==> config.mk <==
export PLATFORM = sky130hd
export DESIGN_NAME = cache_ctrl_flat
export DESIGN_NICKNAME = d
export VERILOG_FILES = /design/src/rtl/cache_pkg.sv /design/src/rtl/cache_if.sv /design/src/rtl/cache_victim_sel.sv /design/src/rtl/cache_ctrl.sv /design/src/flat_wrapper.sv
export SDC_FILE = /design/constraint.sdc
export NUM_CORES = 1
export LEC_CHECK = 0
export CAP_MARGIN = 10
export CORE_MARGIN = 4
export CORE_UTILIZATION = 60
export CTS_CLUSTER_SIZE = 25
export DETAILED_ROUTE_END_ITERATION = 7
export GPL_TIMING_DRIVEN = 0
export PLACE_DENSITY_LB_ADDON = 0.1
export SETUP_SLACK_MARGIN = 0.3
export SYNTH_ARGS = -nofsm -noshare
export SYNTH_HDL_FRONTEND = slang
export SYNTH_SLANG_ARGS = --single-unit
==> constraint.sdc <==
create_clock -name clk -period 8.6 [get_ports clk]
set_clock_uncertainty 0.2 [all_clocks]
set_input_delay 1.72 -clock clk [delete_from_list [all_inputs] [get_ports clk]]
set_output_delay 1.72 -clock clk [all_outputs]
set_load 0.02 [all_outputs]
==> src/rtl/cache_pkg.sv <==
// Shared types and constants for the 2-way set-associative cache controller.
// Address layout: tag=[19:6], index=[5:2], byte offset [1:0] ignored.
package cache_pkg;

    localparam int TAG_W  = 14;
    localparam int IDX_W  = 4;
    localparam int DATA_W = 32;
    localparam int ADDR_W = 20;
    localparam int NSETS  = 1 << IDX_W;

    localparam int IDX_LSB = 2;
    localparam int IDX_MSB = IDX_LSB + IDX_W - 1;
    localparam int TAG_LSB = IDX_MSB + 1;
    localparam int TAG_MSB = TAG_LSB + TAG_W - 1;

    typedef logic [TAG_W-1:0]  tag_t;
    typedef logic [IDX_W-1:0]  idx_t;
    typedef logic [DATA_W-1:0] word_t;
    typedef logic [ADDR_W-1:0] addr_t;

    typedef enum logic [2:0] {
        IDLE,
        LOOKUP,
        WRITEBACK,
        REFILL,
        RESPOND
    } state_t;

    function automatic addr_t line_addr(input tag_t tag, input idx_t idx);
        return {tag, idx, 2'b00};
    endfunction

endpackage

==> src/rtl/cache_if.sv <==
// CPU load/store port and main-memory handshake bundles.
// The controller is the slave of the CPU port and the master of the memory port.
interface cache_cpu_if;
    import cache_pkg::*;

    logic  req_valid;
    logic  req_wr;
    addr_t req_addr;
    word_t req_wdata;
    logic  req_ready;
    logic  resp_valid;
    word_t resp_rdata;

    modport master (
        output req_valid, req_wr, req_addr, req_wdata,
        input  req_ready, resp_valid, resp_rdata
    );

    modport slave (
        input  req_valid, req_wr, req_addr, req_wdata,
        output req_ready, resp_valid, resp_rdata
    );
endinterface

interface cache_mem_if;
    import cache_pkg::*;

    logic  mem_req;
    logic  mem_wr;
    addr_t mem_addr;
    word_t mem_wdata;
    word_t mem_rdata;
    logic  mem_ack;

    modport master (
        output mem_req, mem_wr, mem_addr, mem_wdata,
        input  mem_rdata, mem_ack
    );

    modport slave (
        input  mem_req, mem_wr, mem_addr, mem_wdata,
        output mem_rdata, mem_ack
    );
endinterface

==> src/rtl/cache_victim_sel.sv <==
// Replacement choice on a miss: first invalid way, else the way with ref=0,
// else way0 when both refs agree. victim=0 selects way0.
module cache_victim_sel (
    input  logic w0_valid,
    input  logic w1_valid,
    input  logic w0_ref,
    input  logic w1_ref,
    output logic victim
);

    always_comb begin
        victim = 1'b0;
        if (w0_valid) begin
            if (!w1_valid)
                victim = 1'b1;
            else if (w0_ref && !w1_ref)
                victim = 1'b1;
        end
    end

endmodule

==> src/rtl/cache_ctrl.sv <==
// Write-back, write-allocate controller for a 2-way, 16-set, one-word-line cache.
// Tag/flag stores live outside; the data array is held here.
module cache_ctrl
    import cache_pkg::*;
(
    input  logic             clk,
    input  logic             rst,
    cache_cpu_if.slave       cpu,
    cache_mem_if.master      mem,
    output idx_t             tag_index,
    output logic             w0_ref_wen,
    output logic             w1_ref_wen,
    output logic             w0_flg_wen,
    output logic             w1_flg_wen,
    output logic             w0_valid_in,
    output logic             w0_dirty_in,
    output logic             w0_ref_in,
    output logic             w1_valid_in,
    output logic             w1_dirty_in,
    output logic             w1_ref_in,
    output tag_t             tag_in,
    input  logic             w0_valid,
    input  logic             w0_dirty,
    input  logic             w0_ref,
    input  logic             w1_valid,
    input  logic             w1_dirty,
    input  logic             w1_ref,
    input  tag_t             w0_tag,
    input  tag_t             w1_tag
);

    state_t               state, state_nxt;
    logic                 r_wr;
    logic [ADDR_W-1:2]    r_addr;
    word_t                r_wdata;
    logic                 r_way;

    word_t                data0 [NSETS];
    word_t                data1 [NSETS];

    logic                 line_wen;
    logic                 line_way;
    word_t                line_wdata;

    tag_t                 req_tag;
    idx_t                 idx;
    logic                 hit0, hit1, hit, hit_way;
    logic                 vsel, miss_dirty;
    word_t                line_data;
    tag_t                 victim_tag;
    logic                 unused_addr_bits;

    assign unused_addr_bits = ^cpu.req_addr[1:0];

    assign req_tag   = r_addr[TAG_MSB:TAG_LSB];
    assign idx       = r_addr[IDX_MSB:IDX_LSB];
    assign tag_index = idx;

    // Both ways matching means corrupted tags; way0 takes priority.
    assign hit0    = w0_valid && (w0_tag == req_tag);
    assign hit1    = w1_valid && (w1_tag == req_tag) && !hit0;
    assign hit     = hit0 || hit1;
    assign hit_way = !hit0;

    cache_victim_sel u_victim_sel (
        .w0_valid (w0_valid),
        .w1_valid (w1_valid),
        .w0_ref   (w0_ref),
        .w1_ref   (w1_ref),
        .victim   (vsel)
    );

    assign miss_dirty = vsel ? (w1_valid && w1_dirty) : (w0_valid && w0_dirty);
    assign line_data  = r_way ? data1[idx] : data0[idx];
    assign victim_tag = r_way ? w1_tag : w0_tag;

    // NOTE: sequential state uses non-blocking (<=) so every flop samples pre-edge values.
    always_ff @(posedge clk or negedge rst) begin
        if (!rst) begin
            state   <= IDLE;
            r_wr    <= 1'b0;
            r_addr  <= '0;
            r_wdata <= '0;
            r_way   <= 1'b0;
        end else begin
            state <= state_nxt;
            if (state == IDLE && cpu.req_valid) begin
                r_wr    <= cpu.req_wr;
                r_addr  <= cpu.req_addr[ADDR_W-1:2];
                r_wdata <= cpu.req_wdata;
            end
            if (state == LOOKUP)
                r_way <= hit ? hit_way : vsel;
        end
    end

    // NOTE: the data array has no reset; invalid tag-store entries mask stale contents.
    always_ff @(posedge clk) begin
        if (line_wen) begin
            if (line_way)
                data1[idx] <= line_wdata;
            else
                data0[idx] <= line_wdata;
        end
    end

    // NOTE: every output gets a default first so no path through the case infers a latch.
    always_comb begin
        state_nxt      = state;
        cpu.req_ready  = 1'b0;
        cpu.resp_valid = 1'b0;
        cpu.resp_rdata = '0;
        mem.mem_req    = 1'b0;
        mem.mem_wr     = 1'b0;
        mem.mem_addr   = '0;
        mem.mem_wdata  = '0;
        w0_ref_wen     = 1'b0;
        w1_ref_wen     = 1'b0;
        w0_flg_wen     = 1'b0;
        w1_flg_wen     = 1'b0;
        w0_valid_in    = 1'b0;
        w0_dirty_in    = 1'b0;
        w0_ref_in      = 1'b0;
        w1_valid_in    = 1'b0;
        w1_dirty_in    = 1'b0;
        w1_ref_in      = 1'b0;
        tag_in         = '0;
        line_wen       = 1'b0;
        line_way       = 1'b0;
        line_wdata     = '0;

        case (state)
            IDLE: begin
                cpu.req_ready = 1'b1;
                if (cpu.req_valid)
                    state_nxt = LOOKUP;
            end

            LOOKUP: begin
                if (hit) begin
                    w0_ref_wen = 1'b1;
                    w1_ref_wen = 1'b1;
                    w0_ref_in  = !hit_way;
                    w1_ref_in  = hit_way;
                    if (r_wr) begin
                        w0_flg_wen  = !hit_way;
                        w1_flg_wen  = hit_way;
                        w0_valid_in = 1'b1;
                        w1_valid_in = 1'b1;
                        w0_dirty_in = 1'b1;
                        w1_dirty_in = 1'b1;
                        tag_in      = req_tag;
                        line_wen    = 1'b1;
                        line_way    = hit_way;
                        line_wdata  = r_wdata;
                    end
                    state_nxt = RESPOND;
                end else begin
                    state_nxt = miss_dirty ? WRITEBACK : REFILL;
                end
            end

            WRITEBACK: begin
                mem.mem_req   = 1'b1;
                mem.mem_wr    = 1'b1;
                mem.mem_addr  = line_addr(victim_tag, idx);
                mem.mem_wdata = line_data;
                if (mem.mem_ack)
                    state_nxt = REFILL;
            end

            REFILL: begin
                mem.mem_req  = 1'b1;
                mem.mem_addr = line_addr(req_tag, idx);
                if (mem.mem_ack) begin
                    line_wen    = 1'b1;
                    line_way    = r_way;
                    line_wdata  = r_wr ? r_wdata : mem.mem_rdata;
                    w0_flg_wen  = !r_way;
                    w1_flg_wen  = r_way;
                    w0_valid_in = 1'b1;
                    w1_valid_in = 1'b1;
                    w0_dirty_in = r_wr;
                    w1_dirty_in = r_wr;
                    tag_in      = req_tag;
                    w0_ref_wen  = 1'b1;
                    w1_ref_wen  = 1'b1;
                    w0_ref_in   = !r_way;
                    w1_ref_in   = r_way;
                    state_nxt   = RESPOND;
                end
            end

            RESPOND: begin
                cpu.resp_valid = 1'b1;
                cpu.resp_rdata = r_wr ? '0 : line_data;
                state_nxt      = IDLE;
            end

            default: state_nxt = IDLE;
        endcase
    end

endmodule

==> src/flat_wrapper.sv <==
// flat-port wrapper written by rule: the top's interface ports become plain ports
module cache_ctrl_flat import cache_pkg::*;
  (clk, rst, tag_index, w0_ref_wen, w1_ref_wen, w0_flg_wen, w1_flg_wen, w0_valid_in, w0_dirty_in, w0_ref_in, w1_valid_in, w1_dirty_in, w1_ref_in, tag_in, w0_valid, w0_dirty, w0_ref, w1_valid, w1_dirty, w1_ref, w0_tag, w1_tag, cpu_req_valid, cpu_req_wr, cpu_req_addr, cpu_req_wdata, cpu_req_ready, cpu_resp_valid, cpu_resp_rdata, mem_mem_req, mem_mem_wr, mem_mem_addr, mem_mem_wdata, mem_mem_rdata, mem_mem_ack);
  cache_cpu_if cpu_i ();
  cache_mem_if mem_i ();
  input  logic clk;
  input  logic rst;
  output idx_t tag_index;
  output logic w0_ref_wen;
  output logic w1_ref_wen;
  output logic w0_flg_wen;
  output logic w1_flg_wen;
  output logic w0_valid_in;
  output logic w0_dirty_in;
  output logic w0_ref_in;
  output logic w1_valid_in;
  output logic w1_dirty_in;
  output logic w1_ref_in;
  output tag_t tag_in;
  input  logic w0_valid;
  input  logic w0_dirty;
  input  logic w0_ref;
  input  logic w1_valid;
  input  logic w1_dirty;
  input  logic w1_ref;
  input  tag_t w0_tag;
  input  tag_t w1_tag;
  input wire logic [$bits(cpu_i.req_valid)-1:0] cpu_req_valid;
  input wire logic [$bits(cpu_i.req_wr)-1:0] cpu_req_wr;
  input wire logic [$bits(cpu_i.req_addr)-1:0] cpu_req_addr;
  input wire logic [$bits(cpu_i.req_wdata)-1:0] cpu_req_wdata;
  output wire logic [$bits(cpu_i.req_ready)-1:0] cpu_req_ready;
  output wire logic [$bits(cpu_i.resp_valid)-1:0] cpu_resp_valid;
  output wire logic [$bits(cpu_i.resp_rdata)-1:0] cpu_resp_rdata;
  output wire logic [$bits(mem_i.mem_req)-1:0] mem_mem_req;
  output wire logic [$bits(mem_i.mem_wr)-1:0] mem_mem_wr;
  output wire logic [$bits(mem_i.mem_addr)-1:0] mem_mem_addr;
  output wire logic [$bits(mem_i.mem_wdata)-1:0] mem_mem_wdata;
  input wire logic [$bits(mem_i.mem_rdata)-1:0] mem_mem_rdata;
  input wire logic [$bits(mem_i.mem_ack)-1:0] mem_mem_ack;
  assign cpu_i.req_valid = cpu_req_valid;
  assign cpu_i.req_wr = cpu_req_wr;
  assign cpu_i.req_addr = cpu_req_addr;
  assign cpu_i.req_wdata = cpu_req_wdata;
  assign cpu_req_ready = cpu_i.req_ready;
  assign cpu_resp_valid = cpu_i.resp_valid;
  assign cpu_resp_rdata = cpu_i.resp_rdata;
  assign mem_mem_req = mem_i.mem_req;
  assign mem_mem_wr = mem_i.mem_wr;
  assign mem_mem_addr = mem_i.mem_addr;
  assign mem_mem_wdata = mem_i.mem_wdata;
  assign mem_i.mem_rdata = mem_mem_rdata;
  assign mem_i.mem_ack = mem_mem_ack;
  cache_ctrl u_core (.clk(clk), .rst(rst), .cpu(cpu_i), .mem(mem_i), .tag_index(tag_index), .w0_ref_wen(w0_ref_wen), .w1_ref_wen(w1_ref_wen), .w0_flg_wen(w0_flg_wen), .w1_flg_wen(w1_flg_wen), .w0_valid_in(w0_valid_in), .w0_dirty_in(w0_dirty_in), .w0_ref_in(w0_ref_in), .w1_valid_in(w1_valid_in), .w1_dirty_in(w1_dirty_in), .w1_ref_in(w1_ref_in), .tag_in(tag_in), .w0_valid(w0_valid), .w0_dirty(w0_dirty), .w0_ref(w0_ref), .w1_valid(w1_valid), .w1_dirty(w1_dirty), .w1_ref(w1_ref), .w0_tag(w0_tag), .w1_tag(w1_tag));
endmodule
Word-level counts from Yosys, hierarchy flattened
Memory sizes are Yosys's and may differ from the RTL's.
Cells that the tools add are included.
{"block": "classes", "add_sub_neg": 0, "multipliers": 0, "div_mod_pow": 0, "n_lt_le_gt_ge": 0, "eq_ne": 9, "n_shift": 0, "muxes": 56, "bitwise_logic": 0, "reduce_logical": 14}
{"operator": "32-bit 2-to-1 mux", "n": 8}
{"operator": "32-bit one-hot mux with 2 select lines", "n": 1}
{"operator": "14-bit 2-to-1 mux", "n": 4}
{"operator": "20-bit one-hot mux with 2 select lines", "n": 1}
{"operator": "1-bit 2-to-1 mux", "n": 29}
{"operator": "14-bit equality test", "n": 2}
{"operator": "14-bit one-hot mux with 2 select lines", "n": 1}
{"operator": "1-bit one-hot mux with 2 select lines", "n": 7}
{"operator": "3-bit 2-to-1 mux", "n": 4}
{"operator": "3-bit one-hot mux with 4 select lines", "n": 1}
{"operator": "1-bit logical AND", "n": 7}
{"operator": "3-bit by 2-bit equality test with 1-bit output, second input constant", "n": 2}
{"operator": "2-bit inequality test, second input constant", "n": 3}
{"operator": "3-bit by 1-bit equality test with 1-bit output, second input constant", "n": 1}
{"operator": "3-bit equality test, second input constant", "n": 1}
{"operator": "1-bit zero test", "n": 3}
{"operator": "3-bit zero test", "n": 1}
{"operator": "3-bit AND reduction", "n": 1}
{"operator": "2-bit OR reduction", "n": 1}
{"operator": "1-bit logical OR", "n": 1}
{"block": "word_totals", "ff_bits": 55, "latchBits": 0, "mem_bits_rw": 1024, "rom_bits": 0, "out_inout_bits": 116, "wordCells": 86, "memories": 2}
{"name": "u_core.data0", "depth": 16, "width": 32, "rd": 1, "rd_clocked_by_memory_dff": 0, "wr": 1, "line_no": "cache_ctrl.sv:38", "text": "word_t data0 [NSETS];"}
{"name": "u_core.data1", "depth": 16, "width": 32, "rd": 1, "rd_clocked_by_memory_dff": 0, "wr": 1, "line_no": "cache_ctrl.sv:39", "text": "word_t data1 [NSETS];"}

Logic depth before layout (Yosys ltp)
Gate-level depths: netlist (run 1).
{"block": "logic_depth", "ltp_word": 10, "mapped_depth": 10, "mapped_depth_nobuf": 6}

Cells and area by module
A second synthesis (run 1) with hierarchy kept.
{"block": "hier_totals", "cells_unflattened": 2316, "area_unflattened_um2": 43086.3}
{"mod": "cache_ctrl", "instances": 1, "cells_per_inst": 2314, "area_per_inst_um2": 43072.6}
{"mod": "cache_victim_sel", "instances": 1, "cells_per_inst": 2, "area_per_inst_um2": 13.8}

Least setup slack after synthesis (run 1)
OpenSTA, ideal clock, no wires.
{"block": "synth_path", "path_kind": "input port to flip-flop", "start": "input port w0_tag[6]", "end": "memory u_core.data0[10][0] (netlist name) (enable)", "setup_ns": 0.461, "arrival_time_ns": 5.103, "slack_ns": 2.836, "cell_stages": 6, "path_buffers": 1, "path_cell_list": "xnor2_1 -> nand4_1 -> nor4_4 -> a21oi_1 -> buf_2 -> nor3_1"}
{"block": "synth_between", "elab_chain_len": 10}
{"element": "start: declaration", "line_no": "flat_wrapper.sv:26", "text": "input tag_t w0_tag;"}
{"element": "14-bit equality test *", "line_no": "cache_ctrl.sv:60", "text": "assign hit0 = w0_valid && (w0_tag == req_tag);"}
{"element": "1-bit logical AND *", "line_no": "cache_ctrl.sv:60"}
{"element": "1-bit zero test", "line_no": "cache_ctrl.sv:61, cache_ctrl.sv:63"}
{"element": "1-bit logical AND", "line_no": "cache_ctrl.sv:61", "text": "assign hit1 = w1_valid && (w1_tag == req_tag) && !hit0;"}
{"element": "1-bit logical OR", "line_no": "cache_ctrl.sv:62", "text": "assign hit = hit0 || hit1;"}
{"element": "1-bit 2-to-1 mux", "line_no": "cache_ctrl.sv:140", "text": "if (hit) begin"}
{"element": "1-bit one-hot mux with 2 select lines", "line_no": "cache_ctrl.sv:132", "text": "case (state)"}
{"element": "1-bit 2-to-1 mux", "line_no": "cache_ctrl.sv:100", "text": "if (line_way)"}
{"element": "1-bit 2-to-1 mux *", "line_no": "cache_ctrl.sv:99", "text": "if (line_wen) begin"}
{"element": "1-bit 2-to-1 mux (implied by the code) *", "line_no": "cache_ctrl.sv:103", "text": "data0[idx] <= line_wdata;"}
{"element": "end: declaration", "line_no": "cache_ctrl.sv:38"}
Mark *: on every way between the ends. The rest lies on a longest branch, timed or not.

Final worst setup path (run 1)
{"block": "layout_path", "start": "input port w0_tag[1]", "end": "output port w1_flg_wen"}
{"block": "layout_between", "elab_chain_len": 7}
{"element": "14-bit equality test *", "line_no": "cache_ctrl.sv:60"}
{"element": "1-bit logical AND *", "line_no": "cache_ctrl.sv:60"}
{"element": "1-bit zero test", "line_no": "cache_ctrl.sv:61, cache_ctrl.sv:63"}
{"element": "1-bit logical AND", "line_no": "cache_ctrl.sv:61"}
{"element": "1-bit logical OR", "line_no": "cache_ctrl.sv:62"}
{"element": "1-bit 2-to-1 mux *", "line_no": "cache_ctrl.sv:140"}
{"element": "1-bit one-hot mux with 2 select lines *", "line_no": "cache_ctrl.sv:132"}
{"element": "end: declaration", "line_no": "flat_wrapper.sv:12", "text": "output logic w1_flg_wen;"}
Marked as above.

==> flow_results.org, run 1 <==
** Outcome
- Status :: finished clean

** Setup path
- Data required time at the worst endpoint :: 6.68 ns
- Reg-to-Reg Start :: u_core.r_addr[4]$_DFFE_PN0P_
- The most numerous cell type found on the critical path is clkdlybuf4s50_1.
- The critical path is of the in2out type.
- Type of element capturing the critical path :: output pin
- In this run the worst path has a maximum fanout of 10.
- Data arrives at the worst endpoint at 4.76 ns.
- Setup slack, reg-to-reg :: 4.33 ns
- Slowest cell on the critical path :: a32oi_4
- Traced cell by cell, the critical path runs through clkdlybuf4s50_1 -> xnor2_1 -> nand4_1 -> or4_4 -> a32oi_4 -> buf_6 -> inv_1 -> clkdlybuf4s50_1.
- Critical Path Source :: w0_tag[1]
- Startpoint types :: input port
- In this design, the stage delay of the slowest critical-path cell is 0.64 ns.

** Finish
- Summed area of non-filler cells in the final layout :: 51960 µm²
- After filler insertion, the fill cell instance count of the layout stands at 4237.
- Of the cells placed in the final design, the portion with a size suffix greater than 1 is 23.19%.
- Count of nets after finishing :: 2877
- 0 antenna diodes ended up in the layout.
- The area growth from synthesis to layout is 20.48%.

** Floorplan
- Die ar. :: 76230 µm²
- Count of pins on the block boundary :: 239
- Width of the die :: 276.1 µm
- Cell Rows :: 98
- Die Y :: 276.1 µm
- Once the floorplan was initialized, standard cells occupied 60.43% of the core.
- After floorplanning, the core was sized to cover 71360 µm².

** GRT
- The number of antenna violations at the first check in global routing came to 1.
- For this run the aggregate overflow at the end of global routing stands at 0.
- In the global route stage, met3 resource usage came out at 6.071%.
- Global routing usage summed across all routing layers :: 29.95%
- The first global-routing pass estimated 167800 µm of wire.
- The via count of the first global-routing pass is 25250.
- Largest net degree at the start of global routing :: 56
- Most used routing layer :: met2
- For this run, global-route usage on met2 was measured as 48.65%.
- Global-route met1 utilization :: 41.19%

** Detailed routing
- In the routed layout, each cell is associated on average with a via count of 6.503.
- Dividing the detail-routed wire length by the instance count gives 30.31 µm.
- The routed layout has 24660 vias.
- Count of routing violations after the opening detailed-route iteration :: 2851
- DR DRC count :: 0
- The count of nets left with antenna violations once routing finished came out at 0.
- Total routed wirelength :: 114900 µm
- First-pass DRT Iterations :: 5

** STA
- Headroom to the max-slew limit came out at 15.07%.
- Of the available clock period, the critical path in the final layout requires 77.68%.
- After layout, the worst setup slack is 1.920 ns.
- Setup violations remaining at the end of the flow were counted as 0.
- The number of hold violations in the final report is 0.
- Setup repair after global routing missed its margin :: false
- The number of slew-limit violations in the final report is 0.
- Fmax :: 0.1497 GHz
- Crit path time final :: 6.680 ns
- Worst slew pin tran :: 1.274 ns
- Worst slack on hold paths :: 0.3429 ns

** Place
- In this run the cell area measured after placement is 48550 µm².
- Port buffering added 234 buffers.
- The congestion estimate from routability-driven global placement came to 0.8879.
- Setup Slack @ Placement :: 1.954 ns
- Detailed placement finished with a half-perimeter wire length of 81930 µm.

** Clock network
- The tree is rooted in a clkbuf_16.
- The clock reaches the later pin of the worst-skew pair after 0.65 ns.
- In this run, CTS created clock tree buffers numbering 104.
- Number of hold buffers added after CTS :: 0
- In this run the deepest clock path goes through 3 buffers.
- The H-tree was split into 3 levels.
- TritonCTS built the clock tree.
- Post-cts resize count :: 0
- Post-CTS setup buffers :: 0
- Reg clk slew, reported paths :: 0.06 ns
- For this design, the sink count on the clock tree is 1079.

** Power and ir drop
- Power per standard cell area :: 321.5 nW/µm²
- Leak :: 17.62 nW
- IR analysis of the VDD net gives a maximum drop of 249.4 µV.
- Summing internal, switching and leakage power gives 16.70 mW.

** Synthesis
- After synthesis, the share of flip-flops with an asynchronous set or reset is 5.097%.
- Sorting the synthesized cells by area gives the leading types as edfxtp_1 (71%), mux4_2 (9.5%), mux2i_1 (4.4%), dfrtp_1 (3.2%), nor2_1 (1.1%).
- Leading area contributor after synthesis :: edfxtp_1
- Most frequently used flop master after synthesis :: edfxtp_1
- Syn Std Cell Area :: 43130 µm²
- The average instance in the mapped netlist occupies 18.88 µm².
- Post-Synthesis Cells :: 2284
- Counting flops with a built-in enable in the synthesized netlist gives 1024.
- Count of cell types in the netlist :: 51
- Fraction of post-synthesis cell area in the top cell type by area :: 71.30%
- For this run, the register share of the synthesized area comes to 74.49%.
- The synthesized design contains 1079 register bits.
- For this run, the number of Yosys warnings is 0.

** Worst hold path
- The worst hold path begins at u_core.state[2]$_DFFE_PN0P_.
- Path category of the worst min-delay check :: reg2reg

** Flow run
- Maximum capacitance violations :: 0
power by group:
group	leakage [nW]	total, mW	switching [mW]	internal (mW)
sequential	10.1	6.31	0.146	6.16
clock	1.66	4.58	1.92	2.66
combinational	5.83	5.82	3.58	2.24
metal layers:
metal | vias to the layer above | share of wire, %
li1 | 10180 | -
met1 | 12880 | 38
met2 | 1405 | 49
met3 | 200 | 9.4
met4 | 0 | 3.6
met5 | - | 0
per-stage QoR:
step	setup TNS (ns)	instances	util, %
4_1_cts	0	3792	72.81
2_1_floorplan	0	2285	-
6_report	0	3792	72.81
3_3_place_gp	-120.45	3469	65.38
5_1_grt	0	3792	72.81
3_5_place_dp	0	3598	68.03
state kept, by name (all words and copies together), names as in the netlist:
name	count
u_core.r_addr	18
u_core.r_wr	1
u_core.data0	512
u_core.state	3
u_core.r_wdata	32
u_core.r_way	1
u_core.data1	512
cell families (layout without fill, tap and decap cells):
group                     Yosys count  after routing  synth area share (%)
DFF                              1079           1079                 74.49
xor gates and xnor gates           29             29                0.5890
buffers and inverters             194            751                 2.208
other                               1              2              0.008696
AOI/OAI and AO/OA                 325            325                 5.466
and+or+nand+nor                   259            259                 2.695
muxes                             397            397                 14.54
synth_stat cells, types with 25 or more instances:
cell type / number
a22oi_1: 49
dfrtp_1: 55
o22ai_1: 42
nand2_1: 57
nor3_1: 33
xnor2_1: 28
buf_2: 36
clkbuf_1: 66
o21ai_0: 58
inv_1: 36
edfxtp_1: 1024
nor2_1: 124
mux2_2: 25
mux2i_1: 191
mux4_2: 181
buf_4: 35
path summary, 6_finish.rpt:
kind	end	cells after the start
max	w1_flg_wen	8
min	u_core.state[0]$_DFFE_PN0P_	1
max reg2reg	u_core.data1[12][9]$_DFFE_PP_	8
min reg2reg	u_core.state[0]$_DFFE_PN0P_	1
max in group asynchronous	u_core.r_wdata[16]$_DFFE_PN0P_	1
min in group asynchronous	u_core.r_addr[10]$_DFFE_PN0P_	1
cell type report:
class / count / area (µm²) / share of cell area (%)
Sequential cell: 1079 / 32130 / 61.83
Multi-Input combinational cell: 1012 / 10330 / 19.89
Timing Repair Buffer: 363 / 3946 / 7.595
Clock buffer: 125 / 2745 / 5.283
Tap cell: 950 / 1189 / 2.288
Buffer: 158 / 817.0 / 1.572
Clock inverter: 69 / 665.6 / 1.281
Inverter: 36 / 135.1 / 0.2601
layout by cell type (no fill, tap or decap), types with 13 or more instances in the layout:
cell type	synthesis	routed
o21ai_0	58	34
mux2i_1	191	191
dfrtp_1	55	55
o22ai_1	42	42
nor2_1	124	124
o221ai_1	21	21
bufinv_16	0	13
buf_6	6	84
clkdlybuf4s50_1	0	233
mux4_2	181	181
edfxtp_1	1024	1024
a21boi_0	14	14
mux2_2	25	25
o211ai_1	16	16
nor3_2	0	32
xnor2_1	28	28
buf_8	0	46
a21oi_1	24	23
buf_1	13	13
a211oi_1	24	24
inv_1	36	36
clkinv_2	0	21
buf_2	36	36
a22o_1	18	18
clkinv_1	0	26
buf_4	35	41
clkbuf_16	0	107
o21ai_2	1	33
nand2_1	57	57
a21o_1	15	15
a22oi_1	49	49
clkbuf_1	66	84
critical path, delay by kind of cell:
family / cells / cell delay [ns]
xor+xnor: 1 / 0.22
buf+inv: 4 / 1.34
simple gates: 2 / 0.82
compound gates: 1 / 0.64
(Power assumes the default switching activity.)
==> inputs of run 2 (changes only) <==
==> constraint.sdc (replaced) <==
create_clock -name clk -period 6.94 [get_ports clk]
set_clock_uncertainty 0.2 [all_clocks]
set_input_delay 1.388 -clock clk [delete_from_list [all_inputs] [get_ports clk]]
set_output_delay 1.388 -clock clk [all_outputs]
set_load 0.02 [all_outputs]
==> results of run 2 <==
Same layout as run 1 (identical final DEF). Status: finished clean.
Main changes from that run: setup slack after placement 1.954 ns -> 0.9582 ns; setup slack after layout 1.920 ns -> 0.6130 ns; start point of the critical path w0_tag[1] -> u_core.r_addr[5]$_DFFE_PN0P_; end point of the critical path w1_flg_wen -> cpu_resp_rdata[30]; register-to-register setup slack 4.33 ns -> 2.67 ns; total power 16.70 mW -> 20.70 mW; worst IR drop on VDD 249.4 µV -> 309.1 µV
==> inputs of run 3 (changes only) <==
--- a/config.mk
+++ b/config.mk
@@ -5,6 +5,7 @@
 export SDC_FILE = /design/constraint.sdc
 export NUM_CORES = 1
 export LEC_CHECK = 0
+export ABC_CLOCK_PERIOD_IN_PS = 6940
 export CAP_MARGIN = 10
 export CORE_MARGIN = 4
 export CORE_UTILIZATION = 60
==> results of run 3 <==
Same layout as run 1 (identical final DEF). Status: finished clean.
Main changes from that run: setup slack after placement 1.954 ns -> 0.9582 ns; setup slack after layout 1.920 ns -> 0.6130 ns; start point of the critical path w0_tag[1] -> u_core.r_addr[5]$_DFFE_PN0P_; end point of the critical path w1_flg_wen -> cpu_resp_rdata[30]; register-to-register setup slack 4.33 ns -> 2.67 ns; total power 16.70 mW -> 20.70 mW; worst IR drop on VDD 249.4 µV -> 309.1 µV
==> RTL change 1: new RTL, config.mk and constraints of run 2 <==
The 5 states of `state_t` get a one-hot encoding in 5 bits.
--- a/src/rtl/cache_pkg.sv
+++ b/src/rtl/cache_pkg.sv
@@ -18,12 +18,12 @@
     typedef logic [DATA_W-1:0] word_t;
     typedef logic [ADDR_W-1:0] addr_t;
 
-    typedef enum logic [2:0] {
-        IDLE,
-        LOOKUP,
-        WRITEBACK,
-        REFILL,
-        RESPOND
+    typedef enum logic [4:0] {
+        IDLE      = 5'b00001,
+        LOOKUP    = 5'b00010,
+        WRITEBACK = 5'b00100,
+        REFILL    = 5'b01000,
+        RESPOND   = 5'b10000
     } state_t;
 
     function automatic addr_t line_addr(input tag_t tag, input idx_t idx);
Behaviour: same outputs for any inputs over 4 cycles, from zero or initial values and one cycle with rst low; so few cycles prove little.
==> RTL change 1 against run 2 <==
Sequential cell count up 2; total power fell by 13%; cell count down 5.4%; maximum frequency grew 3.9%; routed wire length is 6.5% higher; area after synthesis fell by 0.90%; largest power group unchanged; synthesized cell count down 8.8%; sequential share of layout area grew 0.84 points; setup slack gained 0.24 ns; final area decreased by 1.2%.
==> RTL change 1: results (changes against run 2) <==
Global route
  • Met1 Resource Use GR: 0.4505 (was 0.4119)

Placement
  • DP Worst Slack: 1.036 ns (was 0.9582 ns)
  • DPL Wire Length: 83.77 mm (was 81.93 mm)
  • Placed cells: 3391 (was 3598)
  • Placed inst area: 0.04794 sq mm (was 0.04855 sq mm)
  • RePlAce Congestion: 0.8673 (was 0.8879)

Setup path
  • CP startpoint: u_core.r_addr[4] (was u_core.r_addr[5])
  • RR Endpoint: u_core.data0[10][14] (was u_core.data1[12][9])
  • Reg2Reg Depth: 9 (was 8)
  • FF-to-FF Start: u_core.state[4] (was u_core.r_addr[4])
  • End of the critical path: cpu_resp_rdata[16] (was cpu_resp_rdata[30])
  • Critical path's largest stage delay: 0.89 ns (was 0.75 ns)
  • Worst R2R Setup Slack: 3.00 ns (was 2.67 ns)

Cells and area
  • Area grow syn2layout: 20.14% (was 20.48%)
  • Share of cells above drive strength 1: 0.2711 (was 0.2319)
  • Area of the multi-input gates: 0.009828 sq mm (was 0.01033 sq mm)
  • Seq area share: 0.6267 (was 0.6183)
  • Fin nets: 2681 (was 2877)
  • Fillcell total: 3991 (was 4237)
  • Num sequential: 1081 (was 1079)
  • Final clock-cell share: 0.06621 (was 0.06564)

Outcome
  • Status: finished clean (unchanged)

Logic synthesis
  • Post-synth top cells: 1024 x edfxtp_1, 254 x mux4_2, 129 x o22ai_1 (was 1024 x edfxtp_1, 191 x mux2i_1, 181 x mux4_2)
  • Yosys cell types: 52 (was 51)
  • Post-synthesis sequential area ratio: 0.7529 (was 0.7449)
  • Synth area leaders: edfxtp_1 72%, mux4_2 13%, dfrtp_1 3.3% (was edfxtp_1 71%, mux4_2 9.5%, mux2i_1 4.4%)

STA
  • Final hold slack: 0.3300 ns (was 0.3429 ns)
  • Tightest Pin Transition: 1.399 ns (was 1.274 ns)

Pwr
  • Max IR drop VDD: 263.5 uV (was 309.1 uV)
  • NetSw: 5.424 mW (was 6.991 mW)

Route
  • Final Routed Wirelength: 122.4 mm (was 114.9 mm)
  • DR iter-0 viols: 3701 (was 2851)
  • Met2 wire length: 59.80 mm (was 56.39 mm)
  • Detail Route met3 WL: 14.33 mm (was 10.83 mm)

Floorplanning
  • Tap Count: 940 (was 950)
==> RTL change 1: cell count changes in the layout (fill, tap and decap cells not counted), sizes merged, moves of 32 or more <==
cell	before	now
a22oi	49	0
mux2i	191	15
mux4	181	256
nor2	125	72
o21ai	72	17
o22ai	42	129
or4	1	33
==> RTL change 1: kinds of logic after synthesis <==
| group | Yosys count | share of synthesized area |
|---|---|---|
| AO/OA/AOI/OAI | 232 | 0.03487 |
| XOR/XNOR | 29 | 0.005943 |
| buffers and inverters | 145 | 0.02096 |
| flip-flops | 1081 | 0.7529 |
| multiplexers | 322 | 0.1520 |
| other | 1 | 0.00008775 |
| AND/OR/NAND/NOR | 274 | 0.03320 |
==> RTL change 1: power by group through the flow <==
stage | logic, mW | clock network (mW) | registers (mW)
floorplan | 3.30 | 0 | 7.49
global placement | 4.87 | 0 | 7.53
detailed placement | 4.97 | 0 | 7.55
CTS | 5.01 | 5.68 | 7.41
global route | 5.26 | 5.97 | 7.43
finish | 5.04 | 5.64 | 7.42
==> RTL change 2: new RTL, config.mk and constraints of run 2 <==
Made on the original files. Reset style: synchronous (`rst`), changed in one clocked block.
--- a/src/rtl/cache_ctrl.sv
+++ b/src/rtl/cache_ctrl.sv
@@ -75,7 +75,7 @@
     assign victim_tag = r_way ? w1_tag : w0_tag;
 
     // NOTE: sequential state uses non-blocking (<=) so every flop samples pre-edge values.
-    always_ff @(posedge clk or negedge rst) begin
+    always_ff @(posedge clk) begin
         if (!rst) begin
             state   <= IDLE;
             r_wr    <= 1'b0;
Formal check against the unedited RTL: differs if rst is asserted again (counterexample within 4 cycles, from zero or initial values and one cycle with rst low); with rst held inactive, the same outputs for 4 cycles.
==> RTL change 2 against run 2 <==
Area after synthesis decreased by 1.6%; register-to-register slack improved by 0.34 ns; global-route usage rose by 0.92 points; setup slack gained 0.079 ns; sequential cell count up 4; critical endpoint is now w1_dirty_in; sequential share of layout area grew 0.31 points; first-iteration DRC count is 10% higher; final area down 1.1%; critical path type is now input pin to primary output; routed wire length fell by 0.60%.
Power is not compared: it rests on default switching activity, and its combinational part moved more than twofold at a synthesized area within 25%.
==> RTL change 2: results (changes against run 2) <==
Logic synthesis
  • Post-synthesis sequential area ratio: 0.7526 (was 0.7449)
  • Yosys cell types: 49 (was 51)
  • Post-synth top cells: 1024 x edfxtp_1, 256 x mux4_2, 130 x o22ai_1 (was 1024 x edfxtp_1, 191 x mux2i_1, 181 x mux4_2)
  • Compound-Gate Fraction of Synth Area: 0.04430 (was 0.05466)
  • Synth area leaders: edfxtp_1 72%, mux4_2 14%, dfxtp_1 2.8% (was edfxtp_1 71%, mux4_2 9.5%, mux2i_1 4.4%)
  • Asr flop ratio synth: 0 (was 0.05097)
  • Mux contribution to synthesized area: 0.1394 (was 0.1454)
  • Most frequent cell after synthesis: edfxtp_1 (unchanged)
  • Mapped Cells: 2160 (was 2284)
  • Post-Synth XOR/XNOR Area: 0.005987 (was 0.005890)

Cells and area
  • Multi-input combinational area share: 0.1935 (was 0.1989)
  • Clock buf count: 118 (was 125)
  • Buffering overhead: 0.09465 (was 0.09168)
  • Register area: 0.03193 sq mm (was 0.03213 sq mm)
  • Share of cells above drive strength 1: 0.2526 (was 0.2319)
  • Non-clk bufs: 531 (was 521)
  • Final clock-cell share: 0.06496 (was 0.06564)
  • Multi-In Gates: 897 (was 1012)
  • Final Core Density: 0.7338 (was 0.7281)
  • Fin nets: 2775 (was 2877)
  • Fillcell total: 4053 (was 4237)

Route
  • Met2 wire length: 55.57 mm (was 56.39 mm)
  • DR vias: 23938 (was 24660)
  • Vias per inst: 6.512 (was 6.503)
  • Top layer in use: met5 (was met4)
  • DR iter-0 viols: 3149 (was 2851)
  • Wl on met1: 41.15 mm (was 43.53 mm)

Global route
  • Met1 Resource Use GR: 0.4102 (was 0.4119)
  • Vias in the first global route: 24643 (was 25245)
  • Largest net degree at the start of global routing: 33 (was 56)
  • First-pass GRT wire length: 165.1 mm (was 167.8 mm)
  • Total GRT Usage: 0.3087 (was 0.2995)
  • GR Layer Usage met3: 0.09162 (was 0.06071)
  • Met2 GRT Util: 0.4955 (was 0.4865)

Outcome
  • Status: finished clean (unchanged)

Setup path
  • Reg2Reg Depth: 9 (was 8)
  • Worst R2R Setup Slack: 3.01 ns (was 2.67 ns)
  • WP data arrival: 4.66 ns (was 4.74 ns)
  • Slowest cell on crit path: nor4_2 (was clkbuf_1)
  • Critical path's largest stage delay: 0.64 ns (was 0.75 ns)

Min path
  • Worst hold path cell count: 2 (was 1)

Placement
  • RePlAce Congestion: 0.8830 (was 0.8879)
  • Placed inst area: 0.04803 sq mm (was 0.04855 sq mm)
  • PortBufs: 233 (was 234)
  • DPL Wire Length: 79.49 mm (was 81.93 mm)
  • Placed cells: 3486 (was 3598)
  • DP Worst Slack: 0.7454 ns (was 0.9582 ns)

STA
  • Final hold slack: 0.2882 ns (was 0.3429 ns)
  • Setup ws final: 0.6916 ns (was 0.6130 ns)
  • Slew margin rel.: 0.1676 (was 0.1507)

Floorplanning
  • Core Rows: 97 (was 98)

CTS
  • Cts bufs inserted: 103 (was 104)
  • CTS Sinks: 1083 (was 1079)

Pwr
  • NetSw: 3.475 mW
[RTL change 2: cell types whose count changed in the layout (fill, tap and decap cells not counted), moves of 46 or more]
cell and change:
dfxtp_1 +59, dfrtp_1 -55, mux2i_1 -176, nor2_1 -116, mux4_2 +75, a21boi_0 +46
nand2_1 +69, and2_1 +62, o22ai_1 +87
[RTL change 2: path summary, 6_finish.rpt]
check,start,to
hold / removal,u_core.r_wdata[31],u_core.r_wdata[31]
setup reg to reg,u_core.r_addr[8],u_core.data0[11][12]
setup / recovery,w0_tag[1],w1_dirty_in
hold reg to reg,u_core.r_wdata[31],u_core.r_wdata[31]
[RTL change 2: power groups by stage]
stage | clock network [mW] | registers [mW] | logic (mW)
after floorplan | 0 | 7.36 | 1.02
after global placement | 0 | 7.38 | 1.66
after detailed placement | 0 | 7.38 | 1.74
after CTS | 5.62 | 7.24 | 1.75
after global routing | 5.91 | 7.24 | 1.85
final | 5.56 | 7.24 | 1.75
